**config.mk**
```make
export PLATFORM = sky130hd
export DESIGN_NAME = bcd_serial_addsub
export DESIGN_NICKNAME = d
export VERILOG_FILES = /design/src/rtl/bcd_pkg.sv /design/src/rtl/bcd_digit_add.sv /design/src/rtl/bcd_serial_addsub.sv
export SDC_FILE = /design/constraint.sdc
export NUM_CORES = 1
export LEC_CHECK = 0
export BUFFER_PORTS_ARGS = -buffer_cell sky130_fd_sc_hd__buf_2
export CORE_MARGIN = 1
export CORE_UTILIZATION = 45
export CTS_BUF_LIST = sky130_fd_sc_hd__clkbuf_16
export CTS_CLUSTER_SIZE = 20
export DETAILED_ROUTE_END_ITERATION = 6
export HOLD_SLACK_MARGIN = 0.08
export MAX_ROUTING_LAYER = met4
export PLACE_DENSITY = 0.63
export SLEW_MARGIN = 15
export SYNTH_ARGS = -nofsm -noshare
export SYNTH_HDL_FRONTEND = slang
export SYNTH_SLANG_ARGS = --single-unit
```
**constraint.sdc**
```tcl
create_clock -name clk -period 4.24 [get_ports clk]
set_input_delay 0.212 -clock clk [delete_from_list [all_inputs] [get_ports clk]]
set_output_delay 0.212 -clock clk [all_outputs]
set_load 0.1 [all_outputs]
```
**src/rtl/bcd_pkg.sv**
```systemverilog
// Shared constants for the digit-serial BCD adder/subtractor.
package bcd_pkg;

  localparam logic MODE_ADD = 1'b0;
  localparam logic MODE_SUB = 1'b1;

  localparam logic [3:0] BCD_MAX = 4'd9;

  localparam logic [1:0] ST_IDLE = 2'd0;
  localparam logic [1:0] ST_ADD  = 2'd1;
  localparam logic [1:0] ST_FIX  = 2'd2;
  localparam logic [1:0] ST_DONE = 2'd3;

endpackage

```
**src/rtl/bcd_digit_add.sv**
```systemverilog
// Single BCD digit adder with the classic +6 decimal correction.
module bcd_digit_add (
  input  logic [3:0] x,
  input  logic [3:0] y,
  input  logic       cin,
  output logic [3:0] d,
  output logic       cout
);

  logic [4:0] s;

  // Binary add, then fold anything above 9 back into a decimal digit plus carry
  always_comb begin
    s = {1'b0, x} + {1'b0, y} + {4'b0000, cin};
    if (s > 5'd9) begin
      d    = s[3:0] + 4'd6;
      cout = 1'b1;
    end else begin
      d    = s[3:0];
      cout = 1'b0;
    end
  end

endmodule

```
**src/rtl/bcd_serial_addsub.sv**
```systemverilog
// Digit-serial packed-BCD adder/subtractor. One digit per clock through a
// shared digit adder; negative subtract results get a second 10's-complement
// pass so the result is always sign + magnitude.
module bcd_serial_addsub
  import bcd_pkg::*;
#(
  parameter int DIGITS = 4
) (
  input  logic                clk,
  input  logic                rst,
  input  logic                start,
  input  logic                mode,
  input  logic [4*DIGITS-1:0] a,
  input  logic [4*DIGITS-1:0] b,
  input  logic                carry_in,
  output logic                ready,
  output logic                done,
  output logic [4*DIGITS-1:0] sum,
  output logic                carry_out,
  output logic                negative,
  output logic                invalid
);

  localparam int W     = 4 * DIGITS;
  localparam int CNT_W = $clog2(DIGITS) + 1;
  localparam logic [CNT_W-1:0] LAST_IDX = CNT_W'(DIGITS - 1);

  logic [1:0]       state;
  logic [CNT_W-1:0] index;
  logic [W-1:0]     a_reg;
  logic [W-1:0]     b_reg;
  logic             mode_reg;
  logic             carry;

  logic [3:0] a_dig;
  logic [3:0] b_dig;
  logic [3:0] s_dig;
  logic [3:0] x_op;
  logic [3:0] y_op;
  logic [3:0] d_out;
  logic       c_out;
  logic       bad_digit;

  assign ready = (state == ST_IDLE);
  assign done  = (state == ST_DONE);

  // Select the current digit of each operand and of the partial result
  always_comb begin
    a_dig = 4'd0;
    b_dig = 4'd0;
    s_dig = 4'd0;
    for (int k = 0; k < DIGITS; k++) begin
      if (index == CNT_W'(k)) begin
        a_dig = a_reg[4*k +: 4];
        b_dig = b_reg[4*k +: 4];
        s_dig = sum[4*k +: 4];
      end
    end
  end

  // Flag any non-decimal digit on the incoming operands
  always_comb begin
    bad_digit = 1'b0;
    for (int k = 0; k < DIGITS; k++) begin
      if ((a[4*k +: 4] > BCD_MAX) || (b[4*k +: 4] > BCD_MAX)) begin
        bad_digit = 1'b1;
      end
    end
  end

  // Operand mux for the shared digit adder: a+b or a+(9-b) in ADD, (9-sum)+carry in FIX
  always_comb begin
    if (state == ST_FIX) begin
      x_op = BCD_MAX - s_dig;
      y_op = 4'd0;
    end else begin
      x_op = a_dig;
      y_op = (mode_reg == MODE_SUB) ? (BCD_MAX - b_dig) : b_dig;
    end
  end

  bcd_digit_add u_digit_add (
    .x    (x_op),
    .y    (y_op),
    .cin  (carry),
    .d    (d_out),
    .cout (c_out)
  );

  // Control FSM, digit counter and result registers
  always_ff @(posedge clk or posedge rst) begin
    if (rst) begin
      state     <= ST_IDLE;
      index     <= '0;
      a_reg     <= '0;
      b_reg     <= '0;
      mode_reg  <= MODE_ADD;
      carry     <= 1'b0;
      sum       <= '0;
      carry_out <= 1'b0;
      negative  <= 1'b0;
      invalid   <= 1'b0;
    end else begin
      case (state)
        ST_IDLE: begin
          if (start) begin
            a_reg     <= a;
            b_reg     <= b;
            mode_reg  <= mode;
            sum       <= '0;
            carry_out <= 1'b0;
            negative  <= 1'b0;
            index     <= '0;
            if (bad_digit) begin
              invalid <= 1'b1;
              state   <= ST_DONE;
            end else begin
              invalid <= 1'b0;
              carry   <= (mode == MODE_SUB) ? 1'b1 : carry_in;
              state   <= ST_ADD;
            end
          end
        end
        ST_ADD, ST_FIX: begin
          for (int k = 0; k < DIGITS; k++) begin
            if (index == CNT_W'(k)) begin
              sum[4*k +: 4] <= d_out;
            end
          end
          carry <= c_out;
          if (index == LAST_IDX) begin
            index <= '0;
            if (state == ST_FIX) begin
              state <= ST_DONE;
            end else if (mode_reg == MODE_ADD) begin
              carry_out <= c_out;
              state     <= ST_DONE;
            end else if (c_out) begin
              state <= ST_DONE;
            end else begin
              negative <= 1'b1;
              carry    <= 1'b1;
              state    <= ST_FIX;
            end
          end else begin
            index <= index + 1'b1;
          end
        end
        default: begin
          state <= ST_IDLE;
        end
      endcase
    end
  end

endmodule

```
==> results.json, run 1 <==
{
  "status": "finished, final reports clean",
  "synthesis.instances": 330,
  "path_clk_slew_ns": 0.05,
  "cp-start-kind": "register",
  "clock_latency_ns": 0.32,
  "finalNonFillerCells": 492,
  "ys_ff_latch": 58,
  "post-route-min-period_ns": 3.99,
  "final_nets": 443,
  "wl_met2_um": 3800,
  "synth_area_per_cell_um2": 9.94,
  "hold_viol_final": 0,
  "cts_buffers": 9,
  "drive_gt1_share_pct": 33.1,
  "maxCapViolCount": 0,
  "core_area_um2": 6910,
  "cts-hold-fix-buffers": 0,
  "ant_nets": 0,
  "start_util_pct": 47.5,
  "routed_wl_um": 7920,
  "rr_worst_depth": 16,
  "htreeDepth": 3,
  "grt_pass1_wl_um": 13500,
  "path_cells": "inv_1, ha_4, nand2_1, o211ai_1, o211ai_1, a21oi_1, mux2i_1, fa_1, inv_1, fa_1, inv_1, ha_1, a22o_1, o31a_4, xnor2_2, a22o_1",
  "postSynthNetCount": 382,
  "critical_path.max_fanout": 7,
  "cts-root-buf": "clkbuf_16",
  "highest_layer": "met4",
  "finalMaxSlewViolations": 0,
  "cts_tree": "built",
  "drt-pass1-iter-count": 4,
  "rsz0062_at_grt": "false",
  "ios": 58,
  "route.detailed.drc": 0,
  "clk_path_buf_depth": 2,
  "vias_per_cell": 5.43,
  "grtUsageTotal_pct": 24.0,
  "antenna_found_initial": 0,
  "vias": 2674,
  "crit_arrival_ns": 4.20,
  "synth_edf_count": 0,
  "synth_seq_area_share_pct": 44.3,
  "synth_area_um2": 3280,
  "utilization_pct": 58.0,
  "critical_path_class": "reg2reg",
  "finalCritPeriodShare_pct": 94.1,
  "ys.flop_type": "dfrtp_1",
  "critPathMaxStageDelay_ns": 0.60,
  "relSlewSlack_pct": 51.2,
  "worst_clock_skew_ns": 0.00675,
  "dr_wl_met3_um": 316,
  "hpwl_um": 5930,
  "ys.warnings.count": 0,
  "setup_violations": 0,
  "worstHoldPathType": "in2async",
  "die_w_um": 87.4,
  "setup_tns_ns": 0,
  "wl_met1_um": 3650,
  "area_delta_synth_final_pct": 22.1,
  "cpMaxStageDelayCell": "fa_1",
  "first_global_vias": 2680,
  "async_reset_ff_share_pct": 100,
  "initialDrtViolationCount": 108,
  "gp_congestion": 0.886,
  "cp_common_cell": "inv_1",
  "grt_max_degree": 59,
  "die_h_um": 87.4,
  "worstSetupEndpointType": "register",
  "dp_cells": 475,
  "fmax_mhz": 251,
  "fp-row-count": 30,
  "diodes": 0,
  "gr-total-overflow": 0,
  "port_buffers": 57,
  "cp.required_ns": 4.45,
  "die_area_um2": 7630,
  "wire_per_inst_um": 16.1,
  "synth_cell_type_count": 50,
  "cts.sinks": 58,
  "tightest_slew_ns": 0.732
}
==> path summary, 6_finish.rpt <==
check                                     start              endpoint  slack (ns)
max in group asynchronous                   rst  index[1]$_DFFE_PP0P_        3.64
min in group clk                           a[4]  a_reg[4]$_DFFE_PP0P_        0.12
min reg2reg                   carry$_DFFE_PP0P_     carry$_DFFE_PP0P_        0.50
min                                         rst  b_reg[4]$_DFFE_PP0P_        0.08
max                        index[1]$_DFFE_PP0P_    sum[1]$_DFFE_PP0P_        0.25
max reg2reg                index[1]$_DFFE_PP0P_    sum[1]$_DFFE_PP0P_        0.25
==> final cells by class <==
cell class,instances,area [µm²]
clock inverters,7,47.5
repair buffers,67,360
inverters,18,67.6
well taps,96,120
multi-input cells,237,1730
clock buffers,9,225
fillers,629,2900
flip-flops and latches,58,1450
==> what timing repair did <==
item                       in CTS  in global routing
setup buffers                   0                  1
gates resized for setup         0                  8
setup endpoints to repair       0                 11
==> logic make-up after synthesis <==
kind of cell,after synthesis,share of synthesized area (%)
mux,37,12.6
flops,58,44.3
fa+ha+maj,15,6.18
xor+xnor,3,1.03
simple gates,95,13.6
buf+inv,35,4.08
compound gates,87,18.2
==> per-layer routing <==
| layer | global-route usage [%] | vias up |
|---|---|---|
| li1 | - | 1311 |
| met1 | 31.0 | 1274 |
| met2 | 38.1 | 73 |
| met3 | 3.60 | 16 |
| met4 | 8.94 | 0 |
| met5 | - | - |
==> stage by stage <==
stage	instance area (µm²)	setup WS [ns]	hold slack [ns]
after CTS	3960	0.135	0.113
after floorplan	3280	0.318	0.363
after detailed placement	3690	0.176	0.448
final	4010	0.249	0.0814
after global placement	3690	0.220	0.444
after global routing	4010	0.0258	0.125
==> synth_stat cells (2+ instances only) <==
master	number	area share [%]
nor3_1	2	0.31
nor2b_1	6	1.1
o21ai_0	24	3.7
a311oi_1	2	0.53
clkbuf_1	14	1.6
a31oi_1	2	0.38
inv_1	16	1.8
o21a_1	2	0.46
fa_1	2	1.2
nand3b_1	9	2.1
a21boi_0	2	0.46
ha_1	13	5.0
nor2_1	17	1.9
o211ai_1	3	0.69
nand2_1	47	5.4
a22o_1	8	2.1
mux2i_1	2	0.61
dfrtp_1	58	44
nand3_1	3	0.46
o31ai_1	8	1.8
nand4_1	2	0.38
buf_2	2	0.31
a21oi_1	19	2.9
mux2_2	35	12
a221oi_1	3	0.80
nand2b_1	5	0.95
==> worst max-delay path: cells and delay by family (launching register included) <==
kind	cells	cell delay (ns)
compound gates	6	1.37
fa+ha+maj	4	1.24
flops	1	0.44
mux	1	0.30
buf+inv	3	0.29
xor+xnor	1	0.17
simple gates	1	0.06
==> cells in the final DEF, fill, tap and decap left out, types with 8 or more instances in the layout <==
master	n
dfrtp_1	57
buf_2	57
nand2_1	47
mux2_2	35
o21ai_0	24
a21oi_1	19
nor2_1	17
inv_1	15
ha_1	10
buf_4	10
nand3b_1	9
clkbuf_16	9
a22o_1	8
o31ai_1	8
Power of run 1 is not shown: default switching activity piles up to over one toggle a cycle in this logic, so the estimate is an artifact.
==> run 2: changes to the inputs <==
Settings changed: HOLD_SLACK_MARGIN 0.08 to 0.1.
Clock period 4.24 ns to 4.3 ns, I/O delays scaled along.
==> run 2 against run 1 <==
Effect of this change:
- global-route usage is 0.18 points lower
- design area is 1.3% lower
- die area stayed put
- via count is 0.45% higher
- fmax is 2.3% lower
- routed wire length is 1.7% higher
- highest routed layer unchanged
- critical path type unchanged
==> results.json, run 2 (synthesis results as in run 1) <==
{
  "rr_worst_depth": 16,
  "initialDrtViolationCount": 137,
  "clock_latency_ns": 0.33,
  "worstSetupEndpointType": "register",
  "route.detailed.drc": 0,
  "worstHoldPathType": "in2async",
  "hold_viol_final": 0,
  "grt_max_degree": 59,
  "relSlewSlack_pct": 51.1,
  "worst_clock_skew_ns": 0.00432,
  "htreeDepth": 3,
  "finalCritPeriodShare_pct": 95.0,
  "critical_path_class": "reg2reg",
  "gp_congestion": 0.879,
  "first_global_vias": 2630,
  "cp-endpoint": "sum[1]$_DFFE_PP0P_",
  "maxCapViolCount": 0,
  "worstReg2RegEnd": "sum[1]$_DFFE_PP0P_",
  "rsz0062_at_grt": "false",
  "start_util_pct": 47.5,
  "vias": 2686,
  "status": "finished, final reports clean",
  "fp-row-count": 30,
  "cts-resized-gates": 0,
  "cts.sinks": 58,
  "final_common_cell": "dfrtp_1",
  "cp.required_ns": 4.51,
  "ant_nets": 0,
  "cp_common_cell": "inv_1",
  "core_area_um2": 6910,
  "port_buffers": 57,
  "grt_pass1_wl_um": 13100,
  "cts_tree": "built",
  "cts_setup_buffers": 0,
  "cpMaxStageDelayCell": "fa_1",
  "cts-root-buf": "clkbuf_16",
  "path_clk_slew_ns": 0.05,
  "drive_gt1_share_pct": 31.8,
  "die_area_um2": 7630,
  "die_h_um": 87.4,
  "drt-pass1-iter-count": 6,
  "antenna_found_initial": 0,
  "nFillCells": 659,
  "cp-start-kind": "register",
  "layout_common_cells": "58 x dfrtp_1, 57 x buf_2, 47 x nand2_1",
  "ios": 58,
  "area_delta_synth_final_pct": 20.5,
  "finalNonFillerCells": 489,
  "gr-total-overflow": 0,
  "whs_ns": 0.0769,
  "vias_per_cell": 5.49,
  "r2r-start": "index[0]$_DFFE_PP0P_",
  "cts_buffers": 9,
  "post-route-min-period_ns": 4.08,
  "critical_path.max_fanout": 10,
  "utilization_pct": 57.2,
  "final_nets": 440,
  "path_cells": "inv_1, ha_2, inv_2, o211ai_1, o211ai_1, a21oi_1, mux2i_1, fa_1, inv_1, fa_1, inv_1, ha_1, a22o_1, o31a_4, xnor2_2, a22o_1",
  "tightest_slew_ns": 0.734,
  "reg2reg_setup_slack_ns": 0.22,
  "crit_arrival_ns": 4.30,
  "grtUsageTotal_pct": 23.8,
  "setup_tns_ns": 0,
  "setup_violations": 0,
  "routed_wl_um": 8050,
  "finalMaxSlewViolations": 0,
  "cts-hold-fix-buffers": 0,
  "diodes": 0,
  "wire_per_inst_um": 16.5,
  "fmax_mhz": 245,
  "critical_path_depth": 16,
  "dp_cells": 473,
  "critPathMaxStageDelay_ns": 0.58,
  "die_w_um": 87.4,
  "clk_path_buf_depth": 2,
  "worstPathBufferInverterCount": 4,
  "hpwl_um": 5990,
  "critPathLaunch": "index[0]$_DFFE_PP0P_",
  "critical-path-top-delay-family": "adder cells"
}
==> run 2: final cells by class <==
| cell class | instances | area [µm²] | share of cell area, % |
|---|---|---|---|
| clock buffer | 9 | 225 | 5.70 |
| clock inverter | 7 | 37.5 | 0.950 |
| inverter | 18 | 67.6 | 1.71 |
| multi-input combinational | 237 | 1710 | 43.3 |
| sequential | 58 | 1450 | 36.7 |
| tap | 96 | 120 | 3.04 |
| timing repair buffer | 64 | 338 | 8.55 |
==> run 2: worst min-delay path by stage <==
stage                     start              endpoint  slack (ns)  cells past startpoint
after floorplan            b[0]  b_reg[0]$_DFFE_PP0P_        0.37                      1
final                       rst  b_reg[0]$_DFFE_PP0P_        0.08                      3
after global placement     b[4]  b_reg[4]$_DFFE_PP0P_        0.45                      2
after detailed placement   a[4]  a_reg[4]$_DFFE_PP0P_        0.45                      2
after global routing       a[0]  a_reg[0]$_DFFE_PP0P_        0.11                      2
after CTS                  a[4]  a_reg[4]$_DFFE_PP0P_        0.11                      2
==> run 2: per-stage QoR <==
stage | area, µm² | setup slack (ns)
floorplan | 3280 | 0.378
global placement | 3670 | 0.241
detailed placement | 3670 | 0.182
CTS | 3930 | 0.143
global route | 3950 | 0.00540
finish | 3950 | 0.217
==> run 2: worst register-to-register path, delay by kind of cell, from the launching register on <==
family | cells | cell delay [ns]
AOI/OAI and AO/OA | 6 | 1.33
muxes | 1 | 0.28
buffers and inverters | 4 | 0.42
adders and majority gates | 4 | 1.34
xor gates and xnor gates | 1 | 0.17
DFF | 1 | 0.44
==> run 2: metal layers <==
metal | wire, µm | vias to the layer above | share of wire [%] | global-route usage [%]
li1 | - | 1299 | - | -
met1 | 3640 | 1288 | 45 | 29.5
met2 | 3810 | 80 | 47 | 38.1
met3 | 396 | 19 | 4.9 | 5.50
met4 | 204 | 0 | 2.5 | 8.49
met5 | 0 | - | 0 | -
Power of run 2 is left out for the same reason.
==> run 3: changes to the inputs <==
Settings changed: SYNTH_HIERARCHICAL set to 1.
==> run 3 against run 2 <==
Effect of this change:
- worst setup slack got worse by 0.061 ns
- sequential share of layout area decreased by 2.3 points
- die area increased by 3.0%
- hold slack improved by 0.0032 ns
- synthesized cell count decreased by 6.4%
- routed wire length increased by 4.4%
- design area increased by 6.7%
- critical path depth decreased by 1
- utilization increased by 0.94 points
- flip-flop and latch count unchanged
- largest cell class unchanged
- highest routed layer unchanged
==> results.json, run 3 <==
{
  "die_area_um2": 7860,
  "yosysTopAreaCell": "dfrtp_1",
  "hpwl_um": 6140,
  "synth_cell_type_count": 57,
  "relSlewSlack_pct": 50.8,
  "worstReg2RegEnd": "sum[11]$_DFFE_PP0P_",
  "htreeDepth": 3,
  "die_h_um": 88.7,
  "cp-endpoint": "sum[11]$_DFFE_PP0P_",
  "final_nets": 431,
  "reg2reg_setup_slack_ns": 0.16,
  "vias": 2697,
  "start_util_pct": 46.6,
  "wire_per_inst_um": 17.4,
  "drt-pass1-iter-count": 4,
  "routed_wl_um": 8410,
  "synth_area_leaders": "dfrtp_1 43%, mux2_2 17%, ha_1 5.2%",
  "drive_gt1_share_pct": 45.2,
  "area_delta_synth_final_pct": 24.8,
  "critical_path.max_fanout": 10,
  "grt_max_degree": 59,
  "post-route-min-period_ns": 4.14,
  "core_area_um2": 7250,
  "postSynthNetCount": 362,
  "synth_edf_count": 0,
  "cts_buffers": 9,
  "yosysMostFrequentCell": "dfrtp_1",
  "route.detailed.drc": 0,
  "grt_pass1_wl_um": 13100,
  "worstHoldPathType": "in2async",
  "initialDrtViolationCount": 132,
  "fp-row-count": 31,
  "cts.sinks": 58,
  "ys_ff_latch": 58,
  "fmax_mhz": 241,
  "finalCritPeriodShare_pct": 96.4,
  "final_area_um2": 4220,
  "yosys-top-cells-count": "58 x dfrtp_1, 50 x mux2_2, 21 x nand2_1",
  "place_ws_ns": -0.125,
  "port_buffers": 57,
  "antenna_found_initial": 0,
  "cp.required_ns": 4.51,
  "critPathLaunch": "index[0]$_DFFE_PP0P_",
  "clock_latency_ns": 0.33,
  "rr_worst_depth": 15,
  "worst_clock_skew_ns": 0.00713,
  "die_w_um": 88.7,
  "ios": 58,
  "tightest_slew_ns": 0.738,
  "gr-total-overflow": 0,
  "vias_per_cell": 5.60,
  "synthesis.instances": 309,
  "synth_seq_area_share_pct": 42.9,
  "synth_area_um2": 3380,
  "first_global_vias": 2584,
  "clk_path_buf_depth": 2,
  "synth_top_cell_area_share_pct": 42.9,
  "critical_path_class": "reg2reg",
  "worstSetupEndpointType": "register",
  "status": "finished, final reports clean",
  "layout_setup_ws_ns": 0.156,
  "async_reset_ff_share_pct": 100,
  "layout_common_cells": "57 x dfrtp_1, 57 x buf_2, 50 x mux2_2",
  "place_area_um2": 3810,
  "gp_congestion": 0.868,
  "cts-root-buf": "clkbuf_16",
  "whs_ns": 0.0802,
  "synth_area_per_cell_um2": 10.9,
  "ys.flop_type": "dfrtp_1",
  "setup_violations": 0,
  "finalMaxSlewViolations": 0,
  "diodes": 0,
  "ys.warnings.count": 6,
  "cts_tree": "built",
  "nFillCells": 659,
  "r2r-start": "index[0]$_DFFE_PP0P_",
  "path_clk_slew_ns": 0.05,
  "ant_nets": 0,
  "cp-start-kind": "register",
  "grtUsageTotal_pct": 23.6,
  "hold_viol_final": 0,
  "maxCapViolCount": 0,
  "crit_arrival_ns": 4.35,
  "cts-hold-fix-buffers": 0
}
-- run 3: what timing repair did --
item                       in CTS  in global routing
buffers inserted                0                  1
setup endpoints to repair      13                 15
pin swaps                       0                  5
gates resized for setup         7                 20
-- run 3: cells by family (layout without fill, tap and decap cells) --
group / after synthesis / count (layout) / synth area share, %
XOR/XNOR: 2 / 2 / 0.518
flip-flops: 58 / 58 / 42.9
AO/OA/AOI/OAI: 82 / 82 / 17.3
multiplexers: 51 / 51 / 17.0
adder cells (fa/ha/maj): 16 / 16 / 6.37
buffers and inverters: 30 / 104 / 4.11
AND/OR/NAND/NOR: 70 / 70 / 11.8
-- run 3: final cells by class --
cell class	instances	area, µm²	share of cell area (%)
timing repair buffer	71	394	9.34
sequential	58	1450	34.4
tap	99	124	2.94
inverter	17	63.8	1.51
clock inverter	7	37.5	0.890
clock buffer	9	225	5.34
multi-input combinational	221	1920	45.5
-- run 3: how the worst min path moves through the flow --
stage	from	end	slack, ns	cells after the start
global route	a[0]	a_reg[0]$_DFFE_PP0P_	0.12	2
global placement	b[8]	b_reg[8]$_DFFE_PP0P_	0.45	2
finish	rst	a_reg[0]$_DFFE_PP0P_	0.08	3
floorplan	a[2]	a_reg[2]$_DFFE_PP0P_	0.37	1
detailed placement	b[4]	b_reg[4]$_DFFE_PP0P_	0.45	2
CTS	b[4]	b_reg[4]$_DFFE_PP0P_	0.11	2
-- run 3: metal layers --
layer | vias up | global-route usage, % | share of wire (%) | wire [µm]
li1 | 1270 | - | - | -
met1 | 1333 | 31.0 | 46 | 3870
met2 | 76 | 35.3 | 47 | 3980
met3 | 18 | 4.20 | 4.2 | 356
met4 | 0 | 10.9 | 2.5 | 206
met5 | - | - | 0 | 0
-- run 3: metrics by stage --
| step | utilization, % | cells | TNS, ns |
|---|---|---|---|
| after floorplan | - | 309 | 0 |
| after global placement | 52.6 | 465 | 0 |
| after detailed placement | 52.6 | 465 | -0.651 |
| after CTS | 56.6 | 481 | 0 |
| after global routing | 58.2 | 482 | -0.000724 |
| final | 58.2 | 482 | 0 |
-- run 3: worst max-delay path: stages, from the launching register on --
cell	delay [ns]
dfrtp_2	0.43
buf_4	0.15
ha_4	0.19
nand3b_1	0.16
a221o_1	0.33
a211oi_2	0.25
nor3_2	0.09
fa_2	0.41
fa_2	0.52
inv_1	0.10
ha_4	0.20
a31o_4	0.23
a2111oi_4	0.39
nor2b_1	0.10
and2_1	0.20
mux2_2	0.28
Power of run 3 is left out for the same reason.
